$ cat config.mk
export PLATFORM = sky130hd
export DESIGN_NAME = vdc_iter_32bit_flat
export DESIGN_NICKNAME = d
export VERILOG_FILES = /design/src/rtl/vdc_iter_32bit_pkg.sv /design/src/rtl/vdc_iter_32bit_if.sv /design/src/rtl/vdc_iter_32bit_divmod.sv /design/src/rtl/vdc_iter_32bit.sv /design/src/flat_wrapper.sv
export SDC_FILE = /design/constraint.sdc
export NUM_CORES = 1
export LEC_CHECK = 0
export CORE_ASPECT_RATIO = 1.5
export CORE_MARGIN = 3
export CORE_UTILIZATION = 31
export CTS_CLUSTER_SIZE = 24
export DETAILED_ROUTE_END_ITERATION = 10
export DONT_BUFFER_PORTS = 1
export GPL_ROUTABILITY_DRIVEN = 0
export GPL_TIMING_DRIVEN = 0
export SYNTH_ARGS = -nofsm -noshare
export SYNTH_HDL_FRONTEND = slang
export SYNTH_HIERARCHICAL = 1
export SYNTH_SLANG_ARGS = --single-unit
$ cat constraint.sdc
create_clock -name clk -period 13.6 [get_ports clk]
set_input_delay 2.72 -clock clk [delete_from_list [all_inputs] [get_ports clk]]
set_output_delay 2.72 -clock clk [all_outputs]
set_load 0.01 [all_outputs]
$ cat src/rtl/vdc_iter_32bit_pkg.sv
// Shared definitions for the low-discrepancy sequence blocks
// (vdc_iter_32bit and disk_32bit): word width, generator states and
// compile-time power helpers used to size the fixed-point full scale.
package lds_pkg;

    localparam int WORD_W = 32;

    typedef enum logic [1:0] {
        IDLE,
        CALC,
        DONE
    } vdc_state_t;

    // base**exp truncated to 32 bits; only meaningful once the range has been
    // checked with ipow_sat.
    function automatic int unsigned ipow(input int unsigned base, input int unsigned exp);
        int unsigned result;
        result = 1;
        for (int unsigned i = 0; i < exp; i++) begin
            result = result * base;
        end
        return result;
    endfunction

    // base**exp saturated at 2**32 so an out-of-range parameter set can be
    // detected without the product silently wrapping.
    function automatic logic [63:0] ipow_sat(input int unsigned base, input int unsigned exp);
        logic [63:0] result;
        result = 64'd1;
        for (int unsigned i = 0; i < exp; i++) begin
            result = result * 64'(base);
            if (result > 64'h1_0000_0000) begin
                result = 64'h1_0000_0000;
            end
        end
        return result;
    endfunction

endpackage

$ cat src/rtl/vdc_iter_32bit_if.sv
// Request/result bundle of one van der Corput generator. The consumer
// (e.g. disk_32bit or a testbench) takes the master side; the generator
// takes the slave side.
interface vdc_iter_32bit_if;

    logic                      pop_enable;
    logic [lds_pkg::WORD_W-1:0] seed;
    logic                      reseed_enable;
    logic [lds_pkg::WORD_W-1:0] vdc_out;
    logic                      valid;
    logic                      busy;

    modport master (
        output pop_enable,
        output seed,
        output reseed_enable,
        input  vdc_out,
        input  valid,
        input  busy
    );

    modport slave (
        input  pop_enable,
        input  seed,
        input  reseed_enable,
        output vdc_out,
        output valid,
        output busy
    );

endinterface

$ cat src/rtl/vdc_iter_32bit_divmod.sv
// Combinational quotient/remainder of a 32-bit word by a constant divisor.
// With DIV fixed at elaboration, synthesis reduces this to shifts/masks for
// powers of two and to a constant-divider network otherwise.
module divmod_const #(
    parameter int unsigned DIV = 2
) (
    input  logic [31:0] dividend,
    output logic [31:0] quotient,
    output logic [31:0] remainder
);

    localparam logic [31:0] DIV_W = 32'(DIV);

    generate
        if (DIV < 2) begin : g_bad_div
            $error("divmod_const: DIV must be at least 2");
        end
    endgenerate

    assign quotient  = dividend / DIV_W;
    assign remainder = dividend % DIV_W;

endmodule

$ cat src/rtl/vdc_iter_32bit.sv
// Iterative van der Corput generator. Each pop advances the index k and
// mirrors its base-BASE digits about the radix point, one digit per clock,
// producing a fixed-point value in [0, BASE**SCALE).
module vdc_iter_32bit
    import lds_pkg::*;
#(
    parameter int unsigned BASE  = 2,
    parameter int unsigned SCALE = 16
) (
    input logic             clk,
    input logic             rst,
    vdc_iter_32bit_if.slave bus
);

    localparam logic [WORD_W-1:0] FULL_SCALE = WORD_W'(ipow(BASE, SCALE));

    generate
        if (BASE < 2 || ipow_sat(BASE, SCALE) >= 64'h1_0000_0000) begin : g_bad_params
            $error("vdc_iter_32bit: need BASE >= 2 and BASE**SCALE < 2**32");
        end
    endgenerate

    vdc_state_t        state, state_next;
    logic [WORD_W-1:0] k, k_next;
    logic [WORD_W-1:0] q, q_next;
    logic [WORD_W-1:0] fac, fac_next;
    logic [WORD_W-1:0] acc, acc_next;
    logic [WORD_W-1:0] vdc_reg, vdc_next;
    logic              valid_reg, valid_next;

    logic [WORD_W-1:0] q_quot, q_rem;
    logic [WORD_W-1:0] fac_quot, fac_rem_unused;

    // Peel off the lowest remaining digit of the index.
    divmod_const #(.DIV(BASE)) u_div_q (
        .dividend  (q),
        .quotient  (q_quot),
        .remainder (q_rem)
    );

    // Weight for that digit: one place further right of the radix point.
    divmod_const #(.DIV(BASE)) u_div_fac (
        .dividend  (fac),
        .quotient  (fac_quot),
        .remainder (fac_rem_unused)
    );

    // Next-state and datapath update; reseed overrides everything else and
    // pop_enable is only honoured while idle.
    always_comb begin
        state_next = state;
        k_next     = k;
        q_next     = q;
        fac_next   = fac;
        acc_next   = acc;
        vdc_next   = vdc_reg;
        valid_next = 1'b0;

        if (bus.reseed_enable) begin
            k_next     = bus.seed;
            state_next = IDLE;
        end else begin
            unique case (state)
                IDLE: begin
                    if (bus.pop_enable) begin
                        k_next     = k + 32'd1;
                        q_next     = k + 32'd1;
                        acc_next   = '0;
                        fac_next   = FULL_SCALE;
                        state_next = CALC;
                    end
                end
                CALC: begin
                    q_next   = q_quot;
                    fac_next = fac_quot;
                    acc_next = acc + q_rem * fac_quot;
                    if (q_quot == '0) begin
                        vdc_next   = acc + q_rem * fac_quot;
                        valid_next = 1'b1;
                        state_next = DONE;
                    end
                end
                DONE: begin
                    state_next = IDLE;
                end
                default: begin
                    state_next = IDLE;
                end
            endcase
        end
    end

    // State register; reset drops any calculation in flight.
    always_ff @(posedge clk or posedge rst) begin
        if (rst) begin
            state <= IDLE;
        end else begin
            state <= state_next;
        end
    end

    // Index, work registers and the held result.
    always_ff @(posedge clk or posedge rst) begin
        if (rst) begin
            k         <= '0;
            q         <= '0;
            fac       <= '0;
            acc       <= '0;
            vdc_reg   <= '0;
            valid_reg <= 1'b0;
        end else begin
            k         <= k_next;
            q         <= q_next;
            fac       <= fac_next;
            acc       <= acc_next;
            vdc_reg   <= vdc_next;
            valid_reg <= valid_next;
        end
    end

    assign bus.vdc_out = vdc_reg;
    assign bus.valid   = valid_reg;
    assign bus.busy    = (state != IDLE);

endmodule

$ cat src/flat_wrapper.sv
// flat-port wrapper written by rule: the top's interface ports become plain ports
module vdc_iter_32bit_flat import lds_pkg::*;
#(
    parameter int unsigned BASE  = 2,
    parameter int unsigned SCALE = 16
)
  (clk, rst, bus_pop_enable, bus_seed, bus_reseed_enable, bus_vdc_out, bus_valid, bus_busy);
  vdc_iter_32bit_if bus_i ();
  input logic clk;
  input logic rst;
  input wire logic [$bits(bus_i.pop_enable)-1:0] bus_pop_enable;
  input wire logic [$bits(bus_i.seed)-1:0] bus_seed;
  input wire logic [$bits(bus_i.reseed_enable)-1:0] bus_reseed_enable;
  output wire logic [$bits(bus_i.vdc_out)-1:0] bus_vdc_out;
  output wire logic [$bits(bus_i.valid)-1:0] bus_valid;
  output wire logic [$bits(bus_i.busy)-1:0] bus_busy;
  assign bus_i.pop_enable = bus_pop_enable;
  assign bus_i.seed = bus_seed;
  assign bus_i.reseed_enable = bus_reseed_enable;
  assign bus_vdc_out = bus_i.vdc_out;
  assign bus_valid = bus_i.valid;
  assign bus_busy = bus_i.busy;
  vdc_iter_32bit #(.BASE(BASE), .SCALE(SCALE)) u_core (.clk(clk), .rst(rst), .bus(bus_i));
endmodule
==> results of run 1 <==
-- path summary, 6_finish.rpt --
| kind | slack, ps | end | cells past startpoint |
|---|---|---|---|
| min in group asynchronous | 2170 | u_core/bus.vdc_out[13] | 1 |
| min | 480 | u_core/fac[29] | 2 |
| min reg2reg | 480 | u_core/fac[29] | 2 |
| max in group asynchronous | 10550 | u_core/q[14] | 2 |
| max | 6500 | u_core/bus.vdc_out[30] | 21 |
| max reg2reg | 6500 | u_core/bus.vdc_out[30] | 21 |
-- layer usage --
layer	vias to the layer above	track usage, %	wire length (um)
li1	8176	-	-
met1	9398	20.3	26700
met2	674	35.7	41500
met3	257	2.11	3980
met4	2	14.4	7240
met5	-	0	13
-- through the flow --
stage               util (%)  instances  instance area, um^2  hold WS [ps]
floorplan                  -       2776                25000           450
global placement        33.2       3800                26300           462
detailed placement      33.3       3801                26300           471
CTS                     34.0       3833                26900           487
global route            34.0       3833                26900           506
finish                  34.0       3833                26900           482
-- worst register-to-register path, stage by stage (launching register included) --
cell and delay, ps:
dfrtp_1 470, fa_1 530, fa_1 530, fa_1 490
inv_1 120, fa_1 160, inv_1 50, fa_1 500
fa_1 540, fa_1 510, inv_1 60, fa_1 530
inv_1 60, ha_1 330, and3_1 260, and2_1 190
a221o_1 310, a31oi_2 400, o21bai_1 250, a41oi_2 240
xnor2_1 160, mux2_2 290
-- final cells by class --
type	instances	area, um^2
Clock buffer	18	439
Inverter	518	1950
Buffer	235	1250
Multi-Input combinational cell	1861	17800
Fill cell	8358	52200
Sequential cell	162	4050
Timing Repair Buffer	1	27.5
Tap cell	1024	1280
Clock inverter	14	166
-- power groups by stage --
stage	Clock, mW	Combinational [mW]	Sequential (mW)
2_1_floorplan	0	0.697	0.571
3_3_place_gp	0	0.990	0.586
3_5_place_dp	0	1.00	0.587
4_1_cts	0.519	1.01	0.578
5_1_grt	0.536	1.16	0.584
6_report	0.508	1.05	0.579
==> summary.txt, run 1 <==
Outcome
  • Status: complete, no violations

Placement
  • Dpl hpwl: 64700 um
  • Pre-CTS setup slack: 6550 ps
  • IO Port Bufs: 0

Logic synthesis
  • Cell area after synthesis: 24900 um^2
  • Gate Count Post-Synth: 2745
  • YS warnings: 6
  • Syn_area_per_cell: 9.07 um^2

STA
  • Fin. Hold Viols: 0
  • Min Tclk post-route: 7100 ps
  • Fin worst setup slack: 6500 ps
  • Final Cycle Share: 52.2%
  • Sum Neg Setup Slack: 0 ps
  • RSZ-0062 raised after global routing: false
  • Fmax: 141 MHz
  • Worst Tran Pin Value: 1150 ps
  • Max_slew headroom: 23.2%
  • Pins over their slew limit: 0
  • Final setup viols: 0
  • Worst Clk Skew: 15.4 ps

Power and ir drop
  • Part of the power in registers: 27.1%
  • Pwr Total: 2.14 mW
  • Clock power frac: 23.8%
  • Internal Pwr Total: 1.20 mW
  • Switching share of total power: 44.0%
  • Peak supply drop: 90.5 uV
  • Combinational Power Share: 49.1%
  • Sw Pwr: 939 uW
  • Pwr/cell area: 79.3 nW/um^2
  • LEAKAGE: 13.2 nW

GRT
  • Initial antenna violation count: 4
  • First-pass GRT wire length: 121000 um
  • Largest net degree at the start of global routing: 103
  • Number of global-route vias before repair: 20100
  • Total gr overflow: 0
  • Global Route Usage Sum: 19.4%

Clock tree
  • Post_cts resized: 0
  • Clock sink count: 162
  • Post-CTS Hold Buffers: 0
  • Worst-Skew Late Latency: 450 ps
  • Maximum buffer depth of the clock tree: 2
  • Num CTS Buffers: 17
  • H-tree levels: 4
  • CTS tree: done
  • Post-CTS Repair Setup Buffers: 0
  • Clock slew at reported path FFs: 70 ps
  • Root buffer cell: clkbuf_16

Detailed routing
  • First-pass iteration count of the detailed router: 5
  • WL/cell: 20.7 um
  • Routed Antenna Nets: 0
  • Vias per cell: 4.83
  • Final wirelength: 79400 um
  • DR vias: 18500
  • DRC viols: 0
  • DR iter-0 viols: 1178

Finish
  • Share of post-route cells with drive strength above 1: 6.37%
  • Nets@finish: 3395
  • Commonest cells after routing, fill and taps aside: inv_1 (517), fa_1 (438), nand2_1 (397), and2_1 (306), dfrtp_1 (162)
  • Commonest non-fill, non-tap cell in the layout: inv_1
  • Area grow syn2layout: 8.18%
  • Ant. Diodes: 0

Setup path
  • Worst path slowest cell: fa_1
  • Most used cell, CP: fa_1
  • Worst-path maximum fanout: 4
  • CP top delay family: adder cells
  • Setup CP Type: reg2reg
  • Reg2Reg Launch Point: u_core/acc[19]
  • CP Launch Point: u_core/acc[19]
  • Worst path bufs/invs: 4
  • Worst EP required: 13930 ps
  • CP Data Arrival Time: 7430 ps
  • CP endpoint kind: flip-flop
  • Critical Path Max Stage Delay: 540 ps
  • CP Launch Type: flip-flop
  • Cell Chain, Critical Path: fa_1, fa_1, fa_1, inv_1, fa_1, inv_1, fa_1, fa_1, fa_1, inv_1, fa_1, inv_1, ha_1, and3_1, and2_1, a221o_1, a31oi_2, o21bai_1, a41oi_2, xnor2_1, mux2_2

Min path
  • Min-delay src: u_core/fac[29]
  • Min-delay worst type: reg2reg

Die
  • Starting Density: 31.5%
  • Die width: 237 um
  • DIE HEIGHT: 353 um
  • Rows: 126
  • Core Region: 79100 um^2
  • Num ports: 70
  • Die ar.: 83900 um^2

Flow run
  • Max-cap violations: 0
(Power assumes the default switching activity.)
==> run 2: changes to the inputs <==
Clock period 13.6 ns to 6.2 ns, I/O delays scaled along.
==> run 2 against run 1 <==
Net effect:
- the flow now finishes with violations (negative setup slack)
- setup slack got worse by 6800 ps
- non-clock buffer count is 21 higher
- final area grew 2.1%
- maximum frequency up 9.1%
- die area stayed put
- register-to-register slack got worse by 6800 ps
- count of clock-buffer cells in the layout stayed put
- via count rose by 0.74%
- global-route usage up 0.078 points
- total power up 130%
- utilization up 0.73 points
- final cell count is 0.57% higher
- critical path type unchanged
- largest cell class unchanged
- largest power group unchanged
==> summary.txt, run 2 (synthesis gave the netlist of run 1 again) <==
Min path
  • Min-delay src: u_core/fac[29]
  • Hold Path End: u_core/fac[29]
  • Min-delay worst type: reg2reg
  • Min-Delay Path Depth: 2

Clock tree
  • Clock slew at reported path FFs: 70 ps
  • Maximum buffer depth of the clock tree: 2
  • H-tree levels: 4
  • Root buffer cell: clkbuf_16
  • Num CTS Buffers: 17
  • Clock sink count: 162
  • Post-CTS Hold Buffers: 0
  • Worst-Skew Late Latency: 450 ps
  • CTS tree: done

Power and ir drop
  • Peak supply drop: 199 uV
  • Combinational Power Share: 52.4%
  • Part of the power in registers: 25.4%
  • Pwr Total: 5.00 mW
  • LEAKAGE: 13.4 nW
  • Clock power frac: 22.2%
  • Pwr/cell area: 182 nW/um^2
  • Switching share of total power: 43.6%
  • Internal Pwr Total: 2.82 mW
  • Sw Pwr: 2.18 mW

Finish
  • Area grow syn2layout: 10.5%
  • Post-route cell area: 27500 um^2
  • Nets@finish: 3416
  • Final design utilization: 34.8%
  • Number of fill cells: 8306
  • Share of post-route cells with drive strength above 1: 9.29%
  • Commonest cells after routing, fill and taps aside: inv_1 (508), fa_1 (433), nand2_1 (396), and2_1 (305), dfrtp_1 (159)
  • Commonest non-fill, non-tap cell in the layout: inv_1

Die
  • Num ports: 70
  • DIE HEIGHT: 353 um
  • Die width: 237 um
  • Rows: 126
  • Core Region: 79100 um^2
  • Starting Density: 31.5%
  • Die ar.: 83900 um^2

GRT
  • Total gr overflow: 0
  • Busiest grt layer: met2
  • First-pass GRT wire length: 122000 um
  • Global Route Usage Sum: 19.5%
  • Number of global-route vias before repair: 20300
  • GR Layer Usage met3: 2.20%
  • Met2 usage: 35.6%
  • Initial antenna violation count: 7
  • Met1 Track Usage GR: 20.4%
  • Largest net degree at the start of global routing: 103

STA
  • Final setup viols: 10
  • Fin. Hold Viols: 0
  • Max_slew headroom: 40.7%
  • Worst Clk Skew: 15.1 ps
  • Worst Tran Pin Value: 889 ps
  • Min Tclk post-route: 6500 ps
  • Final Cycle Share: 105%
  • Fin worst setup slack: -304 ps
  • Sum Neg Setup Slack: -2030 ps
  • Pins over their slew limit: 0
  • RSZ-0062 raised after global routing: true
  • Hold Slack: 482 ps
  • Fmax: 154 MHz

Setup path
  • Reg2Reg Launch Point: u_core/acc[19]
  • Worst r2r dst: u_core/bus.vdc_out[30]
  • CP Launch Type: flip-flop
  • CP Data Arrival Time: 6830 ps
  • Setup CP Type: reg2reg
  • CP endpoint kind: flip-flop
  • Worst R2R Path Depth: 22
  • Reg2reg setup slack: -300 ps
  • Worst EP required: 6530 ps
  • Worst-path maximum fanout: 3

Detailed routing
  • Routed Antenna Nets: 0
  • First-pass iteration count of the detailed router: 5
  • Final wirelength: 80100 um
  • DR iter-0 viols: 1112
  • DR vias: 18600
  • DRC viols: 0
  • WL/cell: 20.8 um
  • Vias per cell: 4.84

Outcome
  • Status: finished with violations
  • Violated checks: negative setup slack

Flow run
  • Max-cap violations: 0

Placement
  • DP Area: 26300 um^2
  • Dpl hpwl: 64700 um
  • IO Port Bufs: 0
-- run 2: changes by cell type in the layout (fill, tap and decap cells not counted), moves of 6 or more --
cell	change
buf_4	+23
mux2_2	-6
inv_2	+9
xnor2_1	-6
mux2_4	+6
inv_1	-9
ha_1	-12
ha_4	+8
-- run 2: how the worst max path moves through the flow --
stage / startpoint / to / slack, ps / depth (start not counted)
after floorplan: u_core/acc[19] / u_core/bus.vdc_out[24] / 130 / 20
after global placement: rst / u_core/fac[19] / -1580 / 1
after detailed placement: u_core/acc[19] / u_core/bus.vdc_out[30] / -850 / 21
after CTS: u_core/acc[19] / u_core/bus.vdc_out[24] / -340 / 20
after global routing: u_core/acc[19] / u_core/bus.vdc_out[30] / -390 / 22
final: u_core/acc[19] / u_core/bus.vdc_out[30] / -300 / 22
-- run 2: layout make-up --
type                            count  area (um^2)  area share [%]
Sequential cell                   162         4060            14.7
Timing Repair Buffer               25          211           0.768
Tap cell                         1024         1280            4.65
Clock buffer                       18          439            1.60
Multi-Input combinational cell   1861        18200            66.0
Antenna cell                        1         2.50         0.00909
Inverter                          518         1950            7.09
Clock inverter                     14          166           0.605
Buffer                            232         1250            4.53
-- run 2: what timing repair did --
item,in CTS,in global routing
buffers inserted,9,16
pin swaps,26,45
endpoints found under the setup margin,27,28
resized for setup,44,45
-- run 2: power groups by stage --
stage / sequential, mW / combinational, mW / clock, mW
3_5_place_dp: 1.29 / 2.20 / 0
3_3_place_gp: 1.29 / 2.17 / 0
6_report: 1.27 / 2.62 / 1.11
4_1_cts: 1.27 / 2.35 / 1.14
5_1_grt: 1.28 / 2.86 / 1.18
2_1_floorplan: 1.25 / 1.53 / 0
-- run 2: through the flow --
stage | cells | setup slack (ps)
after floorplan | 2776 | 126
after global placement | 3800 | -1580
after detailed placement | 3801 | -847
after CTS | 3841 | -339
after global routing | 3854 | -391
final | 3855 | -304
-- run 2: layer usage --
metal,vias up,wire [um]
met5,-,45
met4,6,7340
met3,265,3990
met2,662,41800
li1,8220,-
met1,9491,26900
-- run 2: critical path, stage by stage, from the launching register on --
cell,delay [ps]
dfrtp_2,460
fa_1,460
fa_1,490
fa_1,500
inv_2,90
fa_1,150
inv_1,50
fa_1,460
fa_2,450
fa_1,520
inv_2,50
fa_1,550
inv_2,60
ha_4,240
and3_4,180
and2_4,150
a221o_1,350
a31oi_4,260
buf_6,160
o21bai_4,80
a41oi_2,240
xnor2_2,150
mux2_4,280
==> run 3: changes to the inputs <==
Settings changed: CORE_UTILIZATION 31 to 60, PLACE_DENSITY from default to 0.76.
Clock period 6.2 ns to 7.7 ns, I/O delays scaled along.
==> run 3 against run 2 <==
Net effect:
- the run now ends clean
- first-iteration DRC count grew 19%
- global-route usage grew 15 points
- setup slack gained 1100 ps
- critical endpoint unchanged
- largest power group unchanged
==> summary.txt, run 3 (synthesis gave the netlist of run 1 again) <==
Outcome
  • Status: complete, no violations

Detailed routing
  • Routed Antenna Nets: 0
  • DRC viols: 0
  • DR vias: 19000
  • Final wirelength: 73500 um
  • First-pass iteration count of the detailed router: 5
  • Vias per cell: 5.65
  • WL/cell: 21.9 um
  • DR iter-0 viols: 1321

STA
  • Pins over their slew limit: 0
  • Sum Neg Setup Slack: 0 ps
  • Final setup viols: 0
  • Final Cycle Share: 89.4%
  • Min Tclk post-route: 6880 ps
  • Fin. Hold Viols: 0
  • Max_slew headroom: 17.3%
  • Fmax: 145 MHz
  • Worst Tran Pin Value: 1240 ps
  • RSZ-0062 raised after global routing: false
  • Worst Clk Skew: 13.0 ps

Setup path
  • Cell Chain, Critical Path: fa_1, fa_1, fa_1, inv_1, fa_1, inv_1, fa_1, fa_1, fa_1, inv_1, fa_1, inv_1, ha_1, and3_1, and2_1, a221o_1, a31oi_2, o21bai_1, a41oi_2, xnor2_1, mux2_2
  • Worst path bufs/invs: 4
  • Worst-path maximum fanout: 4
  • Critical Path Max Stage Delay: 530 ps
  • CP endpoint kind: flip-flop
  • CP Launch Type: flip-flop
  • Most used cell, CP: fa_1
  • Worst R2R Path Depth: 21
  • Setup CP Type: reg2reg
  • Worst r2r dst: u_core/bus.vdc_out[30]
  • Worst EP required: 8030 ps
  • Reg2Reg Launch Point: u_core/acc[19]
  • Reg2reg setup slack: 820 ps
  • CP Data Arrival Time: 7210 ps
  • CP top delay family: adder cells
  • Worst path slowest cell: fa_1

Placement
  • Dpl hpwl: 59200 um
  • IO Port Bufs: 0

Power and ir drop
  • Peak supply drop: 234 uV
  • LEAKAGE: 13.2 nW
  • Pwr/cell area: 142 nW/um^2
  • Pwr Total: 3.75 mW

GRT
  • Met2 usage: 57.9%
  • Total gr overflow: 0
  • Number of global-route vias before repair: 20900
  • Global Route Usage Sum: 34.6%
  • GR Layer Usage met3: 7.29%
  • First-pass GRT wire length: 114000 um
  • Initial antenna violation count: 3
  • Busiest grt layer: met2
  • Largest net degree at the start of global routing: 131
  • Met1 Track Usage GR: 38.4%

Min path
  • Hold Path End: u_core/fac[24]
  • Min-delay worst type: reg2reg
  • Min-Delay Path Depth: 2
  • Min-delay src: u_core/fac[24]

Clock tree
  • Post-CTS Hold Buffers: 0
  • CTS tree: done
  • Clock sink count: 162
  • Num CTS Buffers: 17
  • Clock slew at reported path FFs: 70 ps
  • Worst-Skew Late Latency: 440 ps
  • Post-CTS Repair Setup Buffers: 0
  • Maximum buffer depth of the clock tree: 2
  • Root buffer cell: clkbuf_16
  • Post_cts resized: 0
  • H-tree levels: 4

Flow run
  • Max-cap violations: 0

Die
  • Die width: 172 um
  • Core Region: 40700 um^2
  • Num ports: 70
  • Rows: 90
  • Starting Density: 61.3%
  • Die ar.: 44000 um^2
  • DIE HEIGHT: 256 um

Finish
  • Share of post-route cells with drive strength above 1: 6.37%
  • Area grow syn2layout: 5.85%
  • Number of fill cells: 3338
  • Multi-input combinational cell area: 17800 um^2
  • Commonest cells after routing, fill and taps aside: inv_1 (517), fa_1 (438), nand2_1 (397), and2_1 (306), dfrtp_1 (162)
  • Reg area: 4050 um^2
  • Commonest non-fill, non-tap cell in the layout: inv_1
  • Nets@finish: 3395
[run 3: layout make-up]
| cell class | instances | share of cell area, % |
|---|---|---|
| antenna | 1 | 0.00949 |
| inverter | 518 | 7.40 |
| clock buffer | 20 | 1.77 |
| clock inverter | 12 | 0.551 |
| timing repair buffer | 1 | 0.104 |
| sequential | 162 | 15.4 |
| multi-input combinational | 1861 | 67.4 |
| buffer | 235 | 4.76 |
| tap | 552 | 2.62 |
[run 3: worst min-delay path, stage by stage, from the launching register on]
cell and delay (ps):
dfrtp_1 340, nand2_1 50, o21ai_0 60
[run 3: worst max path at each step]
stage | from | endpoint | slack, ps | cells past startpoint
detailed placement | u_core/acc[19] | u_core/bus.vdc_out[30] | 840 | 21
global placement | rst | u_core/fac[25] | 90 | 1
floorplan | u_core/acc[19] | u_core/bus.vdc_out[24] | 1630 | 20
CTS | u_core/acc[19] | u_core/bus.vdc_out[30] | 820 | 21
global route | u_core/acc[19] | u_core/bus.vdc_out[30] | 660 | 21
finish | u_core/acc[19] | u_core/bus.vdc_out[30] | 820 | 21
[run 3: per-layer routing]
| metal | part of all wire, % | vias up |
|---|---|---|
| met3 | 8.5 | 331 |
| met5 | 0.073 | - |
| li1 | - | 8177 |
| met1 | 33 | 9473 |
| met4 | 9.2 | 2 |
| met2 | 50 | 1015 |
[run 3: where the power goes]
group | switching (mW) | internal [mW]
Sequential | 0.0787 | 0.942
Clock | 0.376 | 0.511
Combinational | 1.16 | 0.685
Total | 1.61 | 2.14
[run 3: through the flow]
step	cells	utilization [%]	instance area [um^2]	worst slack [ps]	hold WS, ps
3_3_place_gp	3328	63.3	25700	94.5	463
2_1_floorplan	2776	-	25000	1630	450
6_report	3362	64.9	26400	817	482
4_1_cts	3361	64.8	26400	821	486
5_1_grt	3361	64.8	26400	663	504
3_5_place_dp	3329	63.3	25700	839	467
